### src/rtl/multiword_add_ctrl_if.sv
// Request/response channels of the multi-word add/subtract sequencer.
// The slave modport is the sequencer side; the master modport is the requester/consumer side.
interface multiword_add_ctrl_if #(
  parameter int WIDTH = 32
);
  logic             req_valid_i;
  logic             req_ready_o;
  logic [WIDTH-1:0] operand1_i;
  logic [WIDTH-1:0] operand2_i;
  logic             sub_i;
  logic             carry_i;
  logic             rsp_valid_o;
  logic             rsp_ready_i;
  logic [WIDTH-1:0] sum_o;
  logic             carry_o;
  logic             overflow_o;

  modport slave (
    input  req_valid_i, operand1_i, operand2_i, sub_i, carry_i, rsp_ready_i,
    output req_ready_o, rsp_valid_o, sum_o, carry_o, overflow_o
  );

  modport master (
    output req_valid_i, operand1_i, operand2_i, sub_i, carry_i, rsp_ready_i,
    input  req_ready_o, rsp_valid_o, sum_o, carry_o, overflow_o
  );
endinterface

### src/rtl/multiword_add_ctrl.sv
// WIDTH-bit add/subtract sequencer that time-shares one external combinational 8-bit
// adder slice, one byte per cycle LSB first, rippling the carry through a register.
module multiword_add_ctrl #(
  parameter int WIDTH = 32
) (
  input  logic                clk_i,
  input  logic                rst_i,
  multiword_add_ctrl_if.slave bus,
  output logic [7:0]          slice_op1_o,
  output logic [7:0]          slice_op2_o,
  output logic                slice_carry_o,
  input  logic [7:0]          slice_sum_i,
  input  logic                slice_carry_i,
  output logic                busy_o
);

  localparam int NBYTES = WIDTH / 8;
  localparam int IDXW   = (NBYTES > 1) ? $clog2(NBYTES) : 1;
  localparam logic [IDXW-1:0] LASTIDX = IDXW'(NBYTES - 1);

  typedef enum logic [1:0] {IDLE, RUN, DONE} state_e;

  state_e           state_q, state_d;
  logic [WIDTH-1:0] op1_q, op1_d;
  logic [WIDTH-1:0] op2_q, op2_d;
  logic [WIDTH-1:0] sum_q, sum_d;
  logic [IDXW-1:0]  byteIdx_q, byteIdx_d;
  logic             carry_q, carry_d;
  logic             carryFlag_q, carryFlag_d;
  logic             ovfFlag_q, ovfFlag_d;

  logic             reqReady;
  logic             rspValid;
  logic [7:0]       sliceOp1;
  logic [7:0]       sliceOp2;
  logic             sliceCarry;
  logic [IDXW+2:0]  bitBase;

  assign bitBase = {byteIdx_q, 3'b000};

  always_ff @(posedge clk_i) begin
    if (rst_i) begin
      state_q     <= IDLE;
      op1_q       <= '0;
      op2_q       <= '0;
      sum_q       <= '0;
      byteIdx_q   <= '0;
      carry_q     <= 1'b0;
      carryFlag_q <= 1'b0;
      ovfFlag_q   <= 1'b0;
    end else begin
      state_q     <= state_d;
      op1_q       <= op1_d;
      op2_q       <= op2_d;
      sum_q       <= sum_d;
      byteIdx_q   <= byteIdx_d;
      carry_q     <= carry_d;
      carryFlag_q <= carryFlag_d;
      ovfFlag_q   <= ovfFlag_d;
    end
  end

  // Operand2 is stored already inverted for subtract, so the flags use the effective operand.
  always_comb begin
    state_d     = state_q;
    op1_d       = op1_q;
    op2_d       = op2_q;
    sum_d       = sum_q;
    byteIdx_d   = byteIdx_q;
    carry_d     = carry_q;
    carryFlag_d = carryFlag_q;
    ovfFlag_d   = ovfFlag_q;
    reqReady    = 1'b0;
    rspValid    = 1'b0;
    sliceOp1    = 8'h00;
    sliceOp2    = 8'h00;
    sliceCarry  = 1'b0;

    case (state_q)
      IDLE: begin
        reqReady = ~rst_i;
        if (bus.req_valid_i && reqReady) begin
          op1_d       = bus.operand1_i;
          op2_d       = bus.sub_i ? ~bus.operand2_i : bus.operand2_i;
          carry_d     = bus.sub_i | bus.carry_i;
          byteIdx_d   = '0;
          sum_d       = '0;
          carryFlag_d = 1'b0;
          ovfFlag_d   = 1'b0;
          state_d     = RUN;
        end
      end

      RUN: begin
        sliceOp1             = op1_q[bitBase +: 8];
        sliceOp2             = op2_q[bitBase +: 8];
        sliceCarry           = carry_q;
        sum_d[bitBase +: 8]  = slice_sum_i;
        carry_d              = slice_carry_i;
        // The top byte's sum is only visible on the slice this cycle, so the flags are latched now.
        if (byteIdx_q == LASTIDX) begin
          carryFlag_d = slice_carry_i;
          ovfFlag_d   = (op1_q[WIDTH-1] == op2_q[WIDTH-1]) &&
                        (slice_sum_i[7] != op1_q[WIDTH-1]);
          state_d     = DONE;
        end else begin
          byteIdx_d = byteIdx_q + IDXW'(1);
        end
      end

      DONE: begin
        rspValid = 1'b1;
        if (bus.rsp_ready_i) begin
          state_d = IDLE;
        end
      end

      default: state_d = IDLE;
    endcase
  end

  assign bus.req_ready_o = reqReady;
  assign bus.rsp_valid_o = rspValid;
  assign bus.sum_o       = sum_q;
  assign bus.carry_o     = carryFlag_q;
  assign bus.overflow_o  = ovfFlag_q;
  assign slice_op1_o     = sliceOp1;
  assign slice_op2_o     = sliceOp2;
  assign slice_carry_o   = sliceCarry;
  assign busy_o          = (state_q != IDLE);

endmodule

### src/flat_wrapper.sv
// flat-port wrapper written by rule: the top's interface ports become plain ports
module multiword_add_ctrl_flat 
#(
  parameter int WIDTH = 32
)
  (clk_i, rst_i, slice_op1_o, slice_op2_o, slice_carry_o, slice_sum_i, slice_carry_i, busy_o, bus_req_valid_i, bus_operand1_i, bus_operand2_i, bus_sub_i, bus_carry_i, bus_rsp_ready_i, bus_req_ready_o, bus_rsp_valid_o, bus_sum_o, bus_carry_o, bus_overflow_o);
  multiword_add_ctrl_if #(.WIDTH(WIDTH)) bus_i ();
  input  logic clk_i;
  input  logic rst_i;
  output logic [7:0] slice_op1_o;
  output logic [7:0] slice_op2_o;
  output logic slice_carry_o;
  input  logic [7:0] slice_sum_i;
  input  logic slice_carry_i;
  output logic busy_o;
  input wire logic [$bits(bus_i.req_valid_i)-1:0] bus_req_valid_i;
  input wire logic [$bits(bus_i.operand1_i)-1:0] bus_operand1_i;
  input wire logic [$bits(bus_i.operand2_i)-1:0] bus_operand2_i;
  input wire logic [$bits(bus_i.sub_i)-1:0] bus_sub_i;
  input wire logic [$bits(bus_i.carry_i)-1:0] bus_carry_i;
  input wire logic [$bits(bus_i.rsp_ready_i)-1:0] bus_rsp_ready_i;
  output wire logic [$bits(bus_i.req_ready_o)-1:0] bus_req_ready_o;
  output wire logic [$bits(bus_i.rsp_valid_o)-1:0] bus_rsp_valid_o;
  output wire logic [$bits(bus_i.sum_o)-1:0] bus_sum_o;
  output wire logic [$bits(bus_i.carry_o)-1:0] bus_carry_o;
  output wire logic [$bits(bus_i.overflow_o)-1:0] bus_overflow_o;
  assign bus_i.req_valid_i = bus_req_valid_i;
  assign bus_i.operand1_i = bus_operand1_i;
  assign bus_i.operand2_i = bus_operand2_i;
  assign bus_i.sub_i = bus_sub_i;
  assign bus_i.carry_i = bus_carry_i;
  assign bus_i.rsp_ready_i = bus_rsp_ready_i;
  assign bus_req_ready_o = bus_i.req_ready_o;
  assign bus_rsp_valid_o = bus_i.rsp_valid_o;
  assign bus_sum_o = bus_i.sum_o;
  assign bus_carry_o = bus_i.carry_o;
  assign bus_overflow_o = bus_i.overflow_o;
  multiword_add_ctrl #(.WIDTH(WIDTH)) u_core (.clk_i(clk_i), .rst_i(rst_i), .bus(bus_i), .slice_op1_o(slice_op1_o), .slice_op2_o(slice_op2_o), .slice_carry_o(slice_carry_o), .slice_sum_i(slice_sum_i), .slice_carry_i(slice_carry_i), .busy_o(busy_o));
endmodule
### config.mk
export PLATFORM = sky130hd
export DESIGN_NAME = multiword_add_ctrl_flat
export DESIGN_NICKNAME = d
export VERILOG_FILES = /design/src/rtl/multiword_add_ctrl_if.sv /design/src/rtl/multiword_add_ctrl.sv /design/src/flat_wrapper.sv
export SDC_FILE = /design/constraint.sdc
export NUM_CORES = 1
export LEC_CHECK = 0
export CORE_AREA = 2 2 101 103
export CTS_CLUSTER_SIZE = 25
export DETAILED_ROUTE_END_ITERATION = 12
export DIE_AREA = 0 0 103 105
export HOLD_SLACK_MARGIN = 0.02
export PLACE_DENSITY_LB_ADDON = 0.3
export SKIP_LAST_GASP = 1
export SLEW_MARGIN = 5
export SYNTH_ARGS = -nofsm -noshare
export SYNTH_HDL_FRONTEND = slang
export SYNTH_SLANG_ARGS = --single-unit
### constraint.sdc
create_clock -name clk_i -period 2.3 [get_ports clk_i]
set_clock_uncertainty 0.05 [all_clocks]
set_input_delay 0.46 -clock clk_i [delete_from_list [all_inputs] [get_ports clk_i]]
set_output_delay 0.46 -clock clk_i [all_outputs]
set_load 0.1 [all_outputs]
==> qor.csv, run 1 <==
metric;value;unit
drt first-iter violations;149;
post-route ant nets;0;
clk buf depth;2;
Synthesis Warnings;0;
core box area;9639;um2
IO buf count;132;
peak supply drop;0.2985;mV
CP max FO;4;
row count;36;
Max Cap Viol;0;
PD cells;599.3;nW/um2
Finish-stage setup viols;0;
Nets;682;
layout cells sized above 1;23.46;%
mean post-synth cell area;9.652;um2
HP Class;reg -> reg;
Ports;133;
final hold viol count;0;
initial antenna violation count;0;
Layout area overhead;42.50;%
RSZ-0062 raised after global routing;yes;
CP endpoint kind;output pin;
Reg clk slew, reported paths;90;ps
multi-input logic area;2245;um2
drt drc;0;
first-pass GRT wire length;17.61;mm
Avg WL per Cell;14.96;um
DP HPWL;8.049;mm
most frequent cells in the layout;dfxtp_1 (101), clkdlybuf4s50_1 (77), nand2_1 (66);
critical path arrival;1770;ps
starting density of the core;46.66;%
top_reg_cell synth;dfxtp_1;
area occupied by registers;2067;um2
die height;105;um
crit path kind;reg -> out;
CP required;1790;ps
#FFs+latches synth;103;
drt pass-1 iters;4;
commonest non-fill, non-tap cell in the layout;dfxtp_1;
Syn Nets;551;
vias per std cell;5.149;
status;finished, final reports clean;
Placed Instances;714;
sequential fraction of the synthesis area;45.84;%
Final Critical Period;2279;ps
largest net degree at the start of global routing;70;
number of global-route vias before repair;3695;
Async SR Flop Fraction;0;%
GPL Wtd Cong;0.8166;
Via Count;3779;
total track usage;20.41;%
Cell Area, Synth;4498;um2
Slew Limit Fails;0;
DRT Wirelength;10.98;mm
Post-synth EDFFs;0;
Startpoint Class;flip-flop;
Final Non-Filler Cells;734;
cell leakage power;2.421;nW
CTS tree;done;
Skew-Pair Late Insertion Delay;350;ps
Yosys cell types;40;
Die W;103;um
fin crit share;99.09;%
DIE AREA;10820;um2
cts hold-fix bufs;0;
Slew headroom;50.20;%
# fillers;804;
Antenna Cells;0;
CTS Sinks;103;
total gr overflow;0;
final core utilization;66.50;%
Syn Inst Count;466;
Num CTS Buffers;9;
fmax;438.8;MHz
H-tree Lvls;3;
Worst R2R Setup Slack;180;ps
Root Driver;clkbuf_8;
Tightest Pin Transition;740.8;ps
cells by family after synthesis:
group           Yosys count  share of synthesized area (%)
buf+inv                  49                          5.174
xor+xnor                 32                          6.231
simple gates            145                          16.41
compound gates          111                          15.66
mux                      20                          9.013
flops                   103                          45.84
fa+ha+maj                 6                          1.669
repair_timing:
| item | in CTS | in global routing |
|---|---|---|
| endpoints found under the setup margin | 16 | 11 |
| resized for setup | 15 | 3 |
| pin swaps | 3 | 2 |
| hold endpoints to repair | 0 | 0 |
| buffers inserted | 5 | 0 |
cell usage after synthesis, types with 3 or more instances:
library cell	instances	share of area, %
o21ai_0	55	6.1
nor2b_1	10	1.4
mux4_2	16	8.0
xnor2_1	32	6.2
buf_2	14	1.6
a22o_1	24	4.7
a21oi_1	7	0.78
nand3_1	34	3.8
o2bb2ai_1	8	1.6
clkbuf_1	15	1.3
buf_6	4	1.0
buf_1	3	0.25
ha_1	6	1.7
and2_1	17	2.4
dfxtp_1	103	46
inv_1	12	1.0
mux2_2	4	1.0
o21ai_1	8	0.89
nand2_1	66	5.5
nand3b_1	4	0.67
metal layers:
layer / vias up / share of wire [%] / global-route usage, %
li1: 1880 / - / -
met1: 1805 / 45 / 26.80
met2: 84 / 50 / 34.14
met3: 10 / 3.4 / 3.746
met4: 0 / 1.1 / 5.545
met5: - / 0 / 0
layout make-up:
| type | instances | area share [%] |
|---|---|---|
| clock buffers | 9 | 1.932 |
| clock inverters | 6 | 0.8394 |
| inverters | 12 | 0.7027 |
| multi-input cells | 314 | 35.02 |
| flip-flops and latches | 103 | 32.25 |
| well taps | 133 | 2.596 |
| repair buffers | 157 | 26.66 |
sequential cells by signal, indices dropped and copies added (netlist names):
register and flops:
u_core.bus.sum_o 32, u_core.op1_q 32, u_core.bus.overflow_o 1, u_core.byteIdx_q 2, u_core.carry_q 1, u_core.bus.carry_o 1
u_core.op2_q 32, u_core.state_q 2
metrics by stage:
step | area [um2] | TNS (ps) | hold slack, ps | setup WS (ps) | power, mW
floorplan | 4508 | 0 | 381.2 | 30.44 | 2.471
global placement | 6137 | 0 | 395.0 | 210.9 | 2.793
detailed placement | 6137 | 0 | 398.8 | 179.3 | 2.815
CTS | 6401 | 0 | 415.1 | 0.08837 | 3.868
global route | 6410 | -227.1 | 427.0 | -45.01 | 3.998
finish | 6410 | 0 | 411.0 | 20.83 | 3.842
worst max-delay path, cell delays in order, from the launching register on:
cell and delay, ps:
dfxtp_2 360, buf_6 120, buf_12 110, mux4_2 480, and2_4 180, buf_12 160
report_power, final:
part	internal (mW)	total [mW]	switching (mW)
registers	1.88	1.94	0.0549
clock network	0.405	1.04	0.634
logic	0.415	0.864	0.449
path summary, 6_finish.rpt:
check / depth (start not counted) / to / startpoint
worst min-delay path: 2 / u_core.op1_q[14]$_SDFFE_PP0P_ / u_core.op1_q[14]$_SDFFE_PP0P_
worst max-delay path: 5 / slice_op2_o[1] / u_core.byteIdx_q[0]$_SDFFE_PP0P_
worst max register to register: 8 / u_core.bus.sum_o[23]$_SDFFE_PP0P_ / u_core.byteIdx_q[0]$_SDFFE_PP0P_
worst min register to register: 2 / u_core.op1_q[14]$_SDFFE_PP0P_ / u_core.op1_q[14]$_SDFFE_PP0P_
No activity file was read; power rests on OpenSTA's default activity.
==> inputs of run 2 (changes only) <==
Settings changed: CORE_AREA 2 2 101 103 to 2 2 138 140, DIE_AREA 0 0 103 105 to 0 0 140 142, SKIP_CTS_REPAIR_TIMING from default to 1.
==> run 2 against run 1 <==
  * Die area up 84%
  * Largest cell class unchanged
  * Flip-flop and latch count unchanged
  * Clock power up 42%
  * Critical endpoint is now slice_op2_o[7]
  * Highest routed layer is now met5
  * Combinational power about the same
  * Global-route usage down 8.3 points
  * The run now ends with DRC left
  * Via count down 1.4%
  * Largest power group unchanged
==> qor.csv, run 2 (synthesis gave the netlist of run 1 again) <==
metric;value;unit;change
Avg WL per Cell;14.77;um;was 14.96 um
failing checks;DRC;;
Slew headroom;52.22;%;was 50.20%
row count;50;;was 36
Die W;140;um;was 103 um
drt first-iter violations;152;;was 149
PD cells;643.0;nW/um2;was 599.3 nW/um2
CTS tree;done;;unchanged
CP Launch Point;u_core.byteIdx_q[0]$_SDFFE_PP0P_;;unchanged
clk buf depth;2;;unchanged
drt drc;10;;was 0
critical path arrival;1780;ps;was 1770 ps
Hold Path Stages;2;;unchanged
number of global-route vias before repair;3577;;was 3695
Hold Path Origin;u_core.op1_q[22]$_SDFFE_PP0P_;;was u_core.op1_q[14]$_SDFFE_PP0P_
Buffers & Inverters on Critical Path;2;;was 3
Antenna Cells;0;;unchanged
Via Count;3727;;was 3779
Slew Limit Fails;0;;unchanged
Tightest Pin Transition;716.7;ps;was 740.8 ps
commonest non-fill, non-tap cell in the layout;dfxtp_1;;unchanged
Skew-Pair Late Insertion Delay;350;ps;about the same
CTS Sinks;103;;unchanged
Startpoint Class;flip-flop;;unchanged
vias per std cell;4.458;;was 5.149
DRT Wirelength;12.35;mm;was 10.98 mm
peak supply drop;0.3166;mV;was 0.2985 mV
Crit path max-delay family;multiplexers;;unchanged
DP HPWL;8.586;mm;was 8.049 mm
RR Startpoint;u_core.byteIdx_q[0]$_SDFFE_PP0P_;;unchanged
die height;142;um;was 105 um
total gr overflow;0;;unchanged
H-tree Lvls;3;;unchanged
starting density of the core;24.37;%;was 46.66%
post-route ant nets;0;;unchanged
Worst R2R Setup Slack;190;ps;was 180 ps
Max stage delay cell, worst path;mux4_2;;unchanged
Worst Reg2Reg Path Length in Cells;7;;was 8
largest net degree at the start of global routing;70;;unchanged
RSZ-0062 raised after global routing;yes;;unchanged
first-pass GRT wire length;18.91;mm;was 17.61 mm
hold slack;404.4;ps;was 411.0 ps
Layout area overhead;48.04;%;was 42.50%
fmax;437.5;MHz;was 438.8 MHz
IO buf count;132;;unchanged
Max Cap Viol;0;;unchanged
GPL Wtd Cong;0.7682;;was 0.8166
Cell Chain, Critical Path;buf_12 -> mux4_2 -> and2_1 -> buf_12;;was buf_6 -> buf_12 -> mux4_2 -> and2_4 -> buf_12
core box area;18460;um2;was 9639 um2
CP max FO;9;;was 4
Reg clk slew, reported paths;70;ps;was 90 ps
Finish-stage setup viols;0;;unchanged
crit path kind;reg -> out;;unchanged
cell leakage power;2.483;nW;was 2.421 nW
layout cells sized above 1;23.09;%;was 23.46%
total track usage;12.11;%;was 20.41%
Root Driver;clkbuf_16;;was clkbuf_8
most used cell, CP;buf_12;;unchanged
Post-Route Setup TNS;0;ps;unchanged
final hold viol count;0;;unchanged
Final Critical Period;2286;ps;was 2279 ps
Ports;133;;unchanged
DIE AREA;19880;um2;was 10820 um2
status;complete, but fails checks;;was finished, final reports clean
fin crit share;99.38;%;was 99.09%
total power;4.281;mW;was 3.842 mW
most frequent cells in the layout;dfxtp_1 (101), clkdlybuf4s50_1 (77), nand2_1 (66);;unchanged
initial antenna violation count;1;;was 0
Nets;682;;unchanged
Num CTS Buffers;9;;unchanged
drt pass-1 iters;11;;was 4
Reg-to-Reg End;u_core.bus.sum_o[22]$_SDFFE_PP0P_;;was u_core.bus.sum_o[23]$_SDFFE_PP0P_
slowest cell delay on critical path;500;ps;was 480 ps
CP endpoint kind;output pin;;unchanged
HP Class;reg -> reg;;unchanged
Hold Path End;u_core.op1_q[22]$_SDFFE_PP0P_;;was u_core.op1_q[14]$_SDFFE_PP0P_
CP required;1790;ps;about the same
run 2: cell types whose count changed in the layout (fill, tap and decap cells not counted), moves of 3 or more:
| cell | change |
|---|---|
| clkbuf_8 | -9 |
| clkbuf_16 | +10 |
| and2_4 | -4 |
| clkinv_4 | -3 |
| and2_1 | +4 |
| clkinv_2 | +3 |
run 2: how the worst max path moves through the flow:
stage                                             endpoint  slack (ps)  depth (start not counted)
after detailed placement  u_core.byteIdx_q[0]$_SDFFE_PP0P_         120                          5
after global routing                        slice_op1_o[4]         -30                          4
after floorplan                             slice_op1_o[2]          30                          4
after global placement        u_core.op1_q[3]$_SDFFE_PP0P_         120                          6
final                                       slice_op2_o[7]          10                          4
after CTS                                   slice_op1_o[7]        -140                          4
run 2: final cells by class:
type                            count  area (um2)
Clock buffer                        9       225.2
Inverter                           12       45.04
Fill cell                        1881       11800
Clock inverter                      7       52.55
Sequential cell                   103        2069
Timing Repair Buffer              157        1737
Tap cell                          234       292.8
Multi-Input combinational cell    314        2237
run 2: stage by stage:
step | instance area (um2) | cells | utilization, % | worst slack, ps
floorplan | 4508 | 466 | - | 30.44
finish | 6659 | 836 | 36.08 | 14.26
CTS | 6525 | 825 | 35.36 | -142.9
global route | 6659 | 836 | 36.08 | -34.58
global placement | 6247 | 809 | 33.85 | 123.1
detailed placement | 6247 | 809 | 33.85 | 124.3
run 2: metal layers:
layer	global-route usage (%)	wire length (um)	part of all wire, %	vias to the layer above
met3	3.398	672	5.4	15
met5	0	16	0.13	-
met2	18.20	5377	44	98
met4	4.732	195	1.6	2
li1	-	-	-	1884
met1	16.53	6084	49	1728
run 2: worst reg2reg max path: stages (launching register included):
cell     delay, ps
dfxtp_4        380
buf_12         150
buf_4          150
inv_1           80
ha_1           220
mux2_2         260
a21oi_1        540
a22o_1         230
run 2: where the power goes:
group | total (mW) | switching [mW] | internal (mW)
combinational | 0.867 | 0.453 | 0.414
clock | 1.48 | 0.730 | 0.749
sequential | 1.94 | 0.0529 | 1.88
total | 4.28 | 1.24 | 3.05
==> inputs of run 3 (changes only) <==
Settings changed: SLEW_MARGIN 5 to 0.
==> results of run 3 <==
The final DEF is identical to that of run 2; final timing and power are the same.
